==> config.mk <==
export PLATFORM = sky130hd
export DESIGN_NAME = pattern_match_seq
export DESIGN_NICKNAME = d
export VERILOG_FILES = /design/src/rtl/pattern_match_seq.sv
export SDC_FILE = /design/constraint.sdc
export NUM_CORES = 1
export LEC_CHECK = 0
export CAP_MARGIN = 20
export CORE_AREA = 2 2 140 142
export DETAILED_ROUTE_END_ITERATION = 7
export DIE_AREA = 0 0 142 144
export HOLD_SLACK_MARGIN = 0.08
export PLACE_DENSITY_LB_ADDON = 0.05
export SLEW_MARGIN = 15
export SYNTH_ARGS = -nofsm -noshare
export SYNTH_HDL_FRONTEND = slang
export SYNTH_SLANG_ARGS = --single-unit
export TNS_END_PERCENT = 5
==> constraint.sdc <==
create_clock -name CLK -period 4.5 [get_ports CLK]
set_input_delay 0.675 -clock CLK [delete_from_list [all_inputs] [get_ports CLK]]
set_output_delay 0.675 -clock CLK [all_outputs]
set_load 0.01 [all_outputs]
==> src/rtl/pattern_match_seq.sv <==
// Issues A/C operand pairs to an external pattern detector and scores the
// returned match bits against the expected outcome, counting matches and errors.
module pattern_match_seq #(
  parameter int WIDTH   = 48,
  parameter int LATENCY = 2
) (
  input  logic             CLK,
  input  logic             RST,
  input  logic             START,
  input  logic [7:0]       NUM_PAIRS,
  input  logic [WIDTH-1:0] BASE_A,
  input  logic [WIDTH-1:0] XOR_MASK,
  input  logic             PATTERN_MATCH_IN,
  output logic [WIDTH-1:0] AIN,
  output logic [WIDTH-1:0] CIN,
  output logic             VALID_OUT,
  output logic             BUSY,
  output logic             DONE,
  output logic [15:0]      MATCH_CNT,
  output logic [15:0]      ERR_CNT,
  output logic             ERR_FLAG
);

  typedef enum logic [1:0] {IDLE, RUN, DRAIN, FIN} state_t;

  state_t             state, state_nxt;
  logic [7:0]         n_pairs;
  logic [7:0]         idx;
  logic [WIDTH-1:0]   base_a;
  logic [WIDTH-1:0]   xor_mask;
  logic [3:0]         drain_cnt;
  logic [LATENCY-1:0] vld_p;
  logic [LATENCY-1:0] exp_p;

  logic             start_ok;
  logic             issue;
  logic             last_pair;
  logic             drain_last;
  logic             exp_bit;
  logic             cmp_vld;
  logic             mismatch;
  logic [WIDTH-1:0] a_sum;

  function automatic logic [15:0] sat_inc(input logic [15:0] v, input logic en);
    return (en && (v != 16'hFFFF)) ? v + 16'd1 : v;
  endfunction

  assign start_ok   = (state == IDLE) && START && (NUM_PAIRS != 8'd0);
  assign issue      = (state == RUN);
  assign last_pair  = (idx == n_pairs - 8'd1);
  assign drain_last = (drain_cnt == 4'(LATENCY - 1));
  assign a_sum      = base_a + WIDTH'(idx);
  assign exp_bit    = ~idx[0] | (xor_mask == '0);
  assign cmp_vld    = vld_p[LATENCY-1];
  assign mismatch   = (PATTERN_MATCH_IN != exp_p[LATENCY-1]);

  always_comb begin
    state_nxt = state;
    case (state)
      IDLE:    if (start_ok)   state_nxt = RUN;
      RUN:     if (last_pair)  state_nxt = DRAIN;
      DRAIN:   if (drain_last) state_nxt = FIN;
      FIN:                     state_nxt = IDLE;
      default:                 state_nxt = IDLE;
    endcase
  end

  always_comb begin
    AIN       = '0;
    CIN       = '0;
    VALID_OUT = issue;
    BUSY      = (state == RUN) || (state == DRAIN);
    DONE      = (state == FIN);
    if (issue) begin
      AIN = a_sum;
      CIN = idx[0] ? (a_sum ^ xor_mask) : a_sum;
    end
  end

  // control: FSM, pair index, drain timer, valid tags, scoreboard
  always_ff @(posedge CLK or posedge RST) begin
    if (RST) begin
      state     <= IDLE;
      idx       <= 8'd0;
      drain_cnt <= 4'd0;
      vld_p     <= '0;
      MATCH_CNT <= 16'd0;
      ERR_CNT   <= 16'd0;
      ERR_FLAG  <= 1'b0;
    end else begin
      state <= state_nxt;
      if (start_ok)   idx <= 8'd0;
      else if (issue) idx <= idx + 8'd1;
      if (issue)                 drain_cnt <= 4'd0;
      else if (state == DRAIN)   drain_cnt <= drain_cnt + 4'd1;
      vld_p[0] <= issue;
      for (int s = 1; s < LATENCY; s++) vld_p[s] <= vld_p[s-1];
      if (start_ok) begin
        MATCH_CNT <= 16'd0;
        ERR_CNT   <= 16'd0;
        ERR_FLAG  <= 1'b0;
      end else if (cmp_vld) begin
        MATCH_CNT <= sat_inc(MATCH_CNT, PATTERN_MATCH_IN);
        ERR_CNT   <= sat_inc(ERR_CNT, mismatch);
        if (mismatch) ERR_FLAG <= 1'b1;
      end
    end
  end

  // data: run parameters and expected-bit delay line
  always_ff @(posedge CLK) begin
    if (start_ok) begin
      n_pairs  <= NUM_PAIRS;
      base_a   <= BASE_A;
      xor_mask <= XOR_MASK;
    end
    exp_p[0] <= exp_bit;
    for (int s = 1; s < LATENCY; s++) exp_p[s] <= exp_p[s-1];
  end

endmodule

Word-level counts from Yosys, hierarchy flattened:

Cells that the tools add are included.

* add/subtract/negate cells: 6
* eq/ne operators: 11
* multiplexer cells: 20
* bitwise logic cells: 3
* reductions and logical operators: 18

Operators with widths (number)
* 2-to-1 mux 48 bit: 3
* 2-to-1 mux 16 bit: 6
* adder 48 x 8 -> 48 bit: 1
* logical NOT 48 bit: 1
* bitwise XOR 48 bit: 1
* adder 16 x 1 -> 16 bit (second input constant): 2
* != test 16 bit (second input constant): 2
* 2-to-1 mux 8 bit: 2
* nonzero test 2 bit: 6
* adder 8 x 1 -> 8 bit (second input constant): 1
* == test 8 bit: 1
* 2-to-1 mux 4 bit: 2
* case mux 2 bit (4 select lines): 1
* nonzero test 8 bit: 1
* subtractor 8 x 1 -> 8 bit (second input constant): 1
* 2-to-1 mux 2 bit: 3
* AND reduction 2 bit: 3
* adder 4 x 1 -> 4 bit (second input constant): 1
* == test 2 bit (second input constant): 2
* == test 4 x 1 -> 1 bit (second input constant): 1
* logical AND 1 bit: 4
* != test 2 bit (second input constant): 2
* 2-to-1 mux 1 bit: 3
* AND reduction 3 bit: 1
* 7 further kinds: 7

* register bits: 155
* bits of input ports: 108
* output and inout bits: 132

Depth between registers and ports, before layout:

Gate-level depths: netlist of the first run.

* depth after elaboration: 5
* depth in mapped cells: 11

Worst setup path after synthesis of the first run:

No wires, ideal clock.

* path type: input port to flip-flop
* from: input port NUM_PAIRS[3]
* to: register base_a[0], enable pin
* setup time: 0.508 ns
* arrival: 4.278 ns
* required time: 3.992 ns
* setup slack: -0.287 ns
* stages on the path: 5
* path buffers: 2
* path through: nor4_1 > a21boi_0 > and2_1 > clkbuf_1 > buf_1

* longest elaborated chain between the ends: 2

Ends and longest elaborated chain
* start, declared: line 10 `input logic [7:0] NUM_PAIRS,`
* nonzero test 8 bit: line 48 `assign start_ok = (state == IDLE) && START && (NUM_PAIRS != 8'd0);`
* logical AND 1 bit: line 48
* via start_ok: line 35 `logic start_ok;`
* end signal, assigned: line 114 `base_a <= BASE_A;`
* end, declared: line 29 `logic [WIDTH-1:0] base_a;`

The timed path passes the listed nets, and every way through them passes these cells.
A chain may end at the register's enable or synchronous reset.

Final worst setup path of the first run:

* from: register idx[3]
* to: output port CIN[35]

* longest elaborated chain between the ends: 4

Ends and longest elaborated chain
* start, declared: line 28 `logic [7:0] idx;`
* start signal, assigned: line 93 `else if (issue) idx <= idx + 8'd1;`
* adder 48 x 8 -> 48 bit (*): line 52 `assign a_sum = base_a + WIDTH'(idx);`
* bitwise XOR 48 bit: line 76 `CIN = idx[0] ? (a_sum ^ xor_mask) : a_sum;`
* 2-to-1 mux 48 bit (*): line 76
* 2-to-1 mux 48 bit (*): line 74 `if (issue) begin`
* end, declared: line 15 `output logic [WIDTH-1:0] CIN,`

Every way passes the cells marked *; elsewhere a longest branch is shown, timed or not.

==> results.txt, run 1 <==
The critical path's largest stage delay is 0.57 ns. For the worst setup path, the data arrival time is 3.52 ns. The first global-routing pass estimated 34.1 mm of wire. The worst-case clock buffer depth is 2. After detailed routing, the average wire length per cell comes to 17.3 µm. The number of detailed-route iterations in the first pass is 4. The HPWL reported at the end of detailed placement came out at 16.5 mm. Counting buffers and inverters, the worst setup path is 10 cells deep.

The number of enable flip-flop cells after synthesis came out at 104. On the critical path the largest part of the delay comes from buffers and inverters. TritonCTS built the clock tree. Compared with the post-synthesis result, the final layout area differs by 40.3%. In this run the most critical hold path is launched from exp_p[0]. Across all layers, the routed design uses 6597 vias. The flow ran to the end, and the final reports show no timing, DRC or antenna violations.

The routed design has 22.4 mm of wire. The most used flip-flop cell after synthesis is sky130_fd_sc_hd__edfxtp_1. The endpoint identified for the worst register-to-register timing path is state[1]. OpenSTA, run right after detailed placement, puts the worst setup slack at 0.623 ns.

The setup skew after layout came out at 0.0121 ns. The path depth of the worst reg2reg path came out at 7. The overall routing resource usage came out at 0.219.

The number of cells produced by synthesis is 796. The number of port buffers is 239. The tree is rooted in a sky130_fd_sc_hd__clkbuf_16. After routing, the total negative slack on setup checks comes to 0 ns. In the post-route analysis, the smallest setup slack over all paths is 0.309 ns. The number of hold-repair buffers added at the cts stage came out at 0. The critical path is of the flip-flop to primary output type. In the synthesized netlist the async set-or-reset flop fraction comes to 0.316. The flop and latch count out of synthesis is 155.

Setup repair after global routing left no endpoint under its margin. The number of global-route vias before repair is 6448. The die is 144 µm tall. The via density per instance came out at 5.11. In the post-synthesis netlist, the biggest area contributors are sky130_fd_sc_hd__edfxtp_1, sky130_fd_sc_hd__dfrtp_1, sky130_fd_sc_hd__xnor2_1. The destination of the worst hold path is exp_p[1]. The placement row count is 51. For the pin with the worst max-slew slack, the measured transition is 0.689 ns. The cell that appears most often on the critical path is sky130_fd_sc_hd__xnor2_1. The number of placed cells counting well taps is 1259.

The global-route congestion overflow total came out at 0. The post-route minimum period is 4.19 ns. The class of the tightest hold or removal check is flip-flop to flip-flop.

The top-level I/O count came out at 240. The power density over the cells is 304 mW/mm². The latest clock arrival within the worst-skew pair is 0.42 ns. The non-filler instance count after layout is 1292.

The final RePlAce weighted congestion is 0.845. Traced cell by cell, the critical path runs through ha_1 -> and2_1 -> a41o_1 -> o2111ai_1 -> buf_4 -> a21oi_1 -> xnor2_1 -> xnor2_1 -> nor2_1 -> clkdlybuf4s50_1. For this run, the number of Yosys warnings is 0. The worst voltage drop across the vdd grid came out at 230 µV. Setup violations remaining at the end of the flow were counted as 0. The count of clock tree sinks is 155. The critical path endpoint category is a primary output.

The analysis attributes to cell leakage a power of 0.00425 µW. The instance count along the most critical hold path is 0. The count of unresolved DRC violations after routing came out at 0. From left edge to right edge, the die measures 142 µm. Leaving out fill and tap cells, the most frequent cell in the layout is sky130_fd_sc_hd__clkdlybuf4s50_1. The relative slew slack came out at 0.541. The synthesized cell area is 0.00823 mm². In the layout the commonest cells are sky130_fd_sc_hd__clkdlybuf4s50_1, sky130_fd_sc_hd__nor2_1, sky130_fd_sc_hd__edfxtp_1.

The clock transition time at the flip-flop clock pins of the worst setup and hold paths is 0.07 ns. The share of the Yosys chip area taken by registers is 0.534. Entering global routing, the biggest net connects 94 pins. Across the run, the number of max-cap violations was 0. The biggest area contributor in the post-synthesis netlist is sky130_fd_sc_hd__edfxtp_1. The initial antenna violation count came to 4.

The post-synthesis net count came out at 924. The number of antenna-violating nets in the routed design came out at 0. The tightest hold path in the finished design has a slack of 0.328 ns.

After floorplanning, the core was sized to cover 0.0191 mm². The area enclosed by the die boundary is 0.0204 mm². The period utilization came out at 0.931.

The maximum fanout count along the critical path came out at 8. The net count reported at finish came out at 1168. The startpoint of the lowest-slack register-to-register path is n_pairs[0]. Of the post-synthesis cell area, the dominant cell type holds 0.380. Timing would allow up to 239 MHz. The slowest stage of the critical path is the sky130_fd_sc_hd__clkdlybuf4s50_1 cell.

The initial utilization of the core area, before any placement, comes to 0.431. After the first detailed-routing iteration, the DRC count stood at 303. The reg-to-reg setup timing slack is 1.90 ns. The worst setup path is launched from a flip-flop. The count of cell types in the netlist came out at 56. The combined buffer and inverter count along the critical path came out at 2. The data required time of the critical path is 3.83 ns. The average cell area after synthesis is 10.3 µm². The final hold violation count came out at 0. In the final layout, the share of cells above drive strength 1 is 0.0579.

The total count of max-transition violations in the final report is 0. The number of buffers created by CTS came out at 17. CTS built an H-tree with a depth of 4.
-- stage by stage --
step	instance area [µm²]	util	power, µW
floorplan	8230	-	1830
global placement	10900	0.573	2070
detailed placement	10900	0.573	2080
CTS	11500	0.605	3540
global route	11500	0.605	3650
finish	11500	0.605	3510
-- cell usage after synthesis (all sizes together) (3+ instances only) --
master,n
nor2,135
edfxtp,104
nand2,84
xnor2,81
xor2,50
dfrtp,49
nand3,33
a21oi,30
clkbuf,25
nand4,25
inv,24
ha,19
nor4,19
and2,14
o21ai,14
and3,12
or3,9
nor3,8
mux2i,5
o211ai,5
and4,4
nand2b,4
a211oi,3
a21o,3
buf,3
o31ai,3
or4,3
-- per-layer routing --
metal  vias to the layer above  part of all wire  global-route usage
li1                       3268                 -                   -
met1                      3088              0.43               0.276
met2                       200              0.47               0.352
met3                        37             0.079              0.0775
met4                         4             0.021              0.0774
met5                         -           0.00094                   0
-- state kept, by name, summed over array words and instances, names as in the netlist --
| name | cells |
|---|---|
| ERR_CNT | 16 |
| MATCH_CNT | 16 |
| idx | 8 |
| state | 2 |
| xor_mask | 48 |
| ERR_FLAG | 1 |
| drain_cnt | 4 |
| exp_p | 2 |
| n_pairs | 8 |
| vld_p | 2 |
| base_a | 48 |
-- area by class of cell --
| type | instances | area, µm² |
|---|---|---|
| antenna | 1 | 2.50 |
| clock buffer | 21 | 514 |
| clock inverter | 11 | 90.1 |
| fill | 1622 | 7540 |
| inverter | 24 | 90.1 |
| multi-input combinational | 589 | 3640 |
| sequential | 155 | 4390 |
| tap | 238 | 298 |
| timing repair buffer | 253 | 2510 |
-- power breakdown --
| part | internal (µW) | leakage [µW] | switching (µW) |
|---|---|---|---|
| registers | 1580 | 0.00158 | 90.3 |
| clock network | 835 | 0.000300 | 627 |
| logic | 235 | 0.00237 | 141 |
| total | 2650 | 0.00425 | 858 |
-- kinds of logic (layout without fill, tap and decap cells) --
logic type,Yosys count,count (layout),share of synthesized area
AND/OR/NAND/NOR,355,355,0.203
flip-flops,155,155,0.534
XOR/XNOR,131,131,0.139
AO/OA/AOI/OAI,76,76,0.0592
buffers and inverters,52,309,0.0239
adder cells (fa/ha/maj),20,20,0.0313
multiplexers,7,7,0.00928
other,0,1,0
-- how the worst max path moves through the flow --
stage,slack (ns),from,endpoint
5_1_grt,0.05,idx[3],CIN[29]
6_report,0.31,idx[3],CIN[35]
4_1_cts,0.16,idx[1],CIN[46]
3_5_place_dp,0.62,idx[1],CIN[46]
3_3_place_gp,0.67,idx[1],CIN[46]
2_1_floorplan,0.09,NUM_PAIRS[3],base_a[0]
-- worst register-to-register path: stages (launching register included) --
cell                       delay, ns
sky130_fd_sc_hd__edfxtp_1       0.45
sky130_fd_sc_hd__or4_4          0.57
sky130_fd_sc_hd__or4_1          0.41
sky130_fd_sc_hd__a21oi_1        0.17
sky130_fd_sc_hd__nand4_1        0.11
sky130_fd_sc_hd__nor4_2         0.31
sky130_fd_sc_hd__o211ai_2       0.14
sky130_fd_sc_hd__mux2_4         0.32
-- timing repair --
item | CTS | global route
endpoints found under the setup margin | 0 | 6
buffers inserted | 0 | 0
resized for setup | 0 | 1
No activity file was read; power rests on OpenSTA's default activity.
==> run 2: changes to the inputs <==
GPL_TIMING_DRIVEN = 0   (was unset)
==> results.txt, run 2 (same netlist as run 1, synthesis figures left out) <==
The most common cell type on the critical path is sky130_fd_sc_hd__xnor2_1. The first TritonRoute pass finished after 5 iterations. The path depth of the worst reg2reg path came out at 7. Setup violations remaining at the end of the flow were counted as 0. The period utilization is 0.973. The data arrival at the endpoint of the critical path is 3.70 ns. The root buffer cell chosen for the clock tree is sky130_fd_sc_hd__clkbuf_16.

Routability-driven placement finished with a final weighted congestion of 0.855. The first global-routing pass estimated 35.5 mm of wire. The effective utilization at floorplan came out at 0.431. The largest registers in the layout are base_a: 48 flops, xor_mask: 48 flops.

Along the worst path, the maximum fanout reaches 6. Once detail routing completed, the nets flagged for antenna violations numbered 0. Summed over all nets, the half-perimeter wirelength after detailed placement is 17.3 mm. The critical path starts at idx[5]. The global-route congestion overflow total is 0. Setup repair after global routing could not meet its margin everywhere. The instance area at placement came out at 0.0110 mm². The worst-case clock buffer depth is 2. The number of H-tree levels is 4. The number of global-route vias before repair came out at 6741. The overall routing resource usage came out at 0.228. Setup slack on the worst reg-to-reg path comes out at 1.97 ns. The top cell types in the final layout, fill and taps aside, are sky130_fd_sc_hd__clkdlybuf4s50_1, sky130_fd_sc_hd__nor2_1, sky130_fd_sc_hd__edfxtp_1. The total count of max-transition violations in the final report is 0.

The maximum operating frequency came out at 228 MHz. The net count reported at finish came out at 1183. The worst setup path is of the flip-flop to primary output kind. The flow ran to the end, and the final reports show no timing, DRC or antenna violations.

The data required time of the critical path is 3.83 ns. The vertical die dimension is 144 µm. The average wire per standard cell came out at 17.5 µm.

The power density over the cells came out at 298 mW/mm². The sum of internal, switching and leakage power is 3450 µW. The number of buffers created by CTS came out at 17. Following the worst setup path forward leads to its endpoint at CIN[28].

The number of hold-repair buffers added at the cts stage came out at 0. The via count came out at 6705. The number of port buffers came out at 239. Between clock sinks in the finished design, the worst skew comes to 0.0105 ns. The via density per instance came out at 5.13.

In this run the critical register-to-register path is captured at state[1]. The cell type of the slowest stage on the worst timing path is sky130_fd_sc_hd__o211ai_1. The placement row count came out at 51.

The worst slack on hold paths came out at 0.330 ns. The number of maximum-capacitance constraint violations is 0. The worst voltage drop across the vdd grid is 235 µV. TritonCTS built the clock tree.

Relative to the synthesized area, the layout overhead comes to 40.5%. The later pin in the worst-skew pair is clocked with a latency of 0.43 ns. The fraction of final layout cells with drive strength greater than 1 came out at 0.0478.

The clock transition time at the flip-flop clock pins of the worst setup and hold paths is 0.06 ns. The most frequent standard cell in the layout excluding fill and tap cells is sky130_fd_sc_hd__clkdlybuf4s50_1. The count of clock tree sinks is 155.

The post-route minimum period came out at 4.38 ns. The critical path goes through ha_1 -> a21o_1 -> or3_1 -> o211ai_1 -> nor3_1 -> xnor2_1 -> xnor2_1 -> nor2_1 -> clkdlybuf4s50_1. The maximum number of pins on one net before global-route repair came out at 83. The count of unresolved DRC violations after routing is 0. The critical path's largest stage delay is 0.56 ns. The sort of element at the start of the critical path is a flip-flop. For the pin with the worst max-slew slack, the measured transition is 1.00 ns.

The final hold violation count is 0. For this design the top-level I/O count stands at 240. The initial antenna violation count came to 2.

The class of the tightest hold or removal check is flip-flop to flip-flop. The worst setup path is captured at a primary output. Measured along the x axis, the die boundary spans 142 µm. For this design the static power due to leakage is 0.00421 µW. In this run the tightest slew margin relative to its limit is 0.331. The area enclosed by the die boundary came out at 0.0204 mm². With fillers left out, the area of the finished cells amounts to 0.0116 mm². The final routed wirelength across all metal layers came out at 22.9 mm. The number of design-rule violations left by the first detailed-router iteration is 319.

The core area came out at 0.0191 mm². In this run the critical register-to-register path is launched from n_pairs[0].
[run 2: per-layer routing]
layer,part of all wire,global-route usage,wire [µm]
met2,0.49,0.380,11100
met4,0.017,0.0663,399
met5,0,0,0
met1,0.43,0.287,9770
met3,0.069,0.0709,1590
[run 2: worst max-delay path, delay by kind of cell, from the launching register on]
| kind | cells | cell delay (ns) |
|---|---|---|
| AO/OA/AOI/OAI | 2 | 0.77 |
| XOR/XNOR | 2 | 0.48 |
| AND/OR/NAND/NOR | 3 | 0.63 |
| flip-flops | 1 | 0.46 |
| buffers and inverters | 1 | 0.55 |
| adder cells (fa/ha/maj) | 1 | 0.39 |
[run 2: final cells by class]
cell class	count	area, µm²
fill	1595	7520
clock buffer	17	425
clock inverter	15	140
buffer	27	111
tap	238	298
antenna	1	2.50
sequential	155	4390
timing repair buffer	241	2450
multi-input combinational	589	3650
inverter	24	90.1
[run 2: how the worst min path moves through the flow]
stage | from | end | slack, ns | cells past startpoint
global route | exp_p[0] | exp_p[1] | 0.36 | 0
floorplan | exp_p[0] | exp_p[1] | 0.31 | 0
detailed placement | exp_p[0] | exp_p[1] | 0.32 | 0
global placement | exp_p[0] | exp_p[1] | 0.32 | 0
CTS | exp_p[0] | exp_p[1] | 0.33 | 0
finish | exp_p[0] | exp_p[1] | 0.33 | 0
[run 2: timing repair]
action / 4_1_cts / 5_1_grt
endpoints found under the setup margin: 9 / 27
setup buffers: 0 / 0
gates resized for setup: 0 / 6
pin swaps: 0 / 1
[run 2: power by group]
part / switching, µW / leakage [µW] / total (µW) / internal [µW]
Sequential: 76.8 / 0.00158 / 1660 / 1580
Combinational: 148 / 0.00237 / 387 / 238
Clock: 631 / 0.000271 / 1400 / 771
[run 2: metrics by stage]
step	std cells	TNS [ns]	worst slack, ns	util
floorplan	796	0	0.0939	-
finish	1307	0	0.121	0.606
detailed placement	1275	0	0.286	0.575
CTS	1306	0	0.00187	0.605
global route	1306	-0.279	-0.0683	0.606
global placement	1273	-225.62	-2.01	0.572
==> run 3: changes to the inputs <==
PLACE_DENSITY = 0.73   (was unset)
PLACE_DENSITY_LB_ADDON = unset   (was 0.05)
==> results.txt, run 3 (same netlist as run 1, synthesis figures left out) <==
The flow ran to the end, and the final reports show no timing, DRC or antenna violations. The worst-case clock buffer depth came out at 2. TritonCTS built the clock tree. The uppermost layer routed is met4.

The share of total power consumed by net switching is 0.241. The worst hold path belongs to the class flip-flop to flip-flop. The part of the power in the clock network came out at 0.410. In this run the count of I/O pins placed on the die edge is 240. The slew at the pin closest to its max-slew limit is 0.824 ns. The relative slew slack came out at 0.446. The initial antenna violation count is 1. At the end of routability-driven placement, the weighted congestion stood at 0.877. The first-pass GRT wire length came out at 36.1 mm. Summed over all cells, the static leakage comes to 0.00421 µW. The number of port buffers is 239. The detailed route wirelength on metal3 came out at 1.90 mm.

The total count of max-transition violations in the final report came out at 0. The worst path needs 4.41 ns of the cycle, external delays included. The latest clock arrival within the worst-skew pair came out at 0.43 ns. The area enclosed by the die boundary came out at 0.0204 mm². The number of global-route vias before repair is 6719. The period utilization is 0.981. The data required time of the critical path came out at 3.83 ns.

In the layout the commonest cells are sky130_fd_sc_hd__clkdlybuf4s50_1, sky130_fd_sc_hd__nor2_1, sky130_fd_sc_hd__edfxtp_1. Buffers inserted during clock tree synthesis total 17. The share of total power dissipated in sequential elements is 0.479.

Setup repair after global routing could not meet its margin everywhere. The number of hold-repair buffers added at the cts stage is 0. The sort of element at the start of the critical path is a flip-flop.

VDD sags by at most 265 µV. The total of cells resized after clock tree synthesis is 1. The instance count along the most critical hold path is 0. The overall routing resource usage is 0.234. The number of failing setup endpoints in the final timing report is 0. The power density over the cells came out at 300 mW/mm². The path type of the worst setup path is flip-flop to primary output. The die is 142 µm wide. The number of antenna-violating nets in the routed design came out at 0. From synthesis to final layout, the design area changed by 40.6%.

The core area came out at 0.0191 mm². The met1 wire length is 9.88 mm. The global-route congestion overflow total came out at 0. The effective utilization at floorplan is 0.431. The net count reported at finish came out at 1183.

Entering global routing, the biggest net connects 68 pins. The root buffer selected by CTS is sky130_fd_sc_hd__clkbuf_16. The layout has 1606 filler cells. The worst setup path is captured at a primary output. Before antenna repair, the detailed router went through 5 iterations.

The setup skew after layout came out at 0.00936 ns. The number of design-rule violations left by the first detailed-router iteration came out at 423. Summed over all nets, wire length on met2 after detailed routing comes to 11.6 mm. The number of maximum-capacitance constraint violations is 0. The design draws 3470 µW.

The vertical die dimension is 144 µm. The post-CTS repair timing setup buffer count is 0. The fraction of power consumed by combinational cells came out at 0.112. The HPWL reported at the end of detailed placement is 17.9 mm. The final routed wirelength across all metal layers is 23.8 mm.

The fraction of final layout cells with drive strength greater than 1 came out at 0.0487. The average wire per standard cell came out at 18.2 µm. The final hold violation count came out at 0. The worst slack on hold paths came out at 0.334 ns. The share of the core filled with cells came out at 0.606. The maximum operating frequency came out at 227 MHz.

The number of H-tree levels came out at 4. The switching power summed over all nets came out at 834 µW. The clock transition time at the flip-flop clock pins of the worst setup and hold paths is 0.06 ns.

The setup TNS after final layout is 0 ns. Leaving out fill and tap cells, the most frequent cell in the layout is sky130_fd_sc_hd__clkdlybuf4s50_1. The internal portion of total power came out at 2630 µW. Using the TritonRoute via totals, the vias-per-cell ratio works out to 5.23. For the worst flop-to-flop path, the logic depth is 7. The data arrival at the endpoint of the critical path is 3.74 ns. The placement row count came out at 51. In the final layout, the registers with the most flip-flops are base_a: 48 flops, xor_mask: 48 flops.

The maximum fanout count along the critical path is 6. The count of clock tree sinks is 155. The count of unresolved DRC violations after routing is 0. The via count came out at 6832.
## run 3: worst paths after layout
| check | from | endpoint | slack, ns |
|---|---|---|---|
| max | idx[5] | CIN[40] | 0.09 |
| min | exp_p[0] | exp_p[1] | 0.33 |
| max reg2reg | n_pairs[0] | state[1] | 1.99 |
| min reg2reg | exp_p[0] | exp_p[1] | 0.33 |
| max in group asynchronous | RST | idx[3] | 3.47 |
| min in group asynchronous | RST | ERR_CNT[2] | 0.53 |
## run 3: layout make-up
cell class	instances	area (µm²)	share of cell area
Clock buffer	17	425	0.0368
Clock inverter	15	148	0.0128
Antenna cell	1	2.50	0.000216
Buffer	27	111	0.00963
Multi-Input combinational cell	589	3660	0.317
Sequential cell	155	4390	0.379
Timing Repair Buffer	241	2440	0.211
Tap cell	238	298	0.0257
Inverter	24	90.1	0.00779
## run 3: through the flow
step | setup slack, ns | cells | instance area (µm²)
after floorplan | 0.0939 | 796 | 8230
after global placement | -2.06 | 1273 | 10900
after detailed placement | 0.291 | 1275 | 11000
after CTS | -0.0146 | 1306 | 11500
after global routing | -0.0859 | 1307 | 11600
final | 0.0860 | 1307 | 11600
## run 3: power groups by stage
| stage | logic [µW] | registers (µW) | clock network (µW) |
|---|---|---|---|
| after floorplan | 129 | 1700 | 0 |
| after global placement | 377 | 1680 | 0 |
| after detailed placement | 388 | 1680 | 0 |
| after CTS | 390 | 1660 | 1440 |
| after global routing | 429 | 1670 | 1500 |
| final | 387 | 1660 | 1420 |
## run 3: per-layer routing
metal,vias to the layer above,global-route usage
met5,-,0
met4,0,0.0826
met3,34,0.0712
met2,255,0.389
met1,3241,0.289
li1,3302,-
## run 3: worst max-delay path, stage by stage (launching register included)
cell	delay (ns)
sky130_fd_sc_hd__dfrtp_1	0.46
sky130_fd_sc_hd__ha_1	0.41
sky130_fd_sc_hd__a21o_1	0.22
sky130_fd_sc_hd__or3_1	0.35
sky130_fd_sc_hd__o211ai_1	0.59
sky130_fd_sc_hd__nor3_1	0.18
sky130_fd_sc_hd__xnor2_1	0.32
sky130_fd_sc_hd__xnor2_1	0.11
sky130_fd_sc_hd__nor2_1	0.10
sky130_fd_sc_hd__clkdlybuf4s50_1	0.56
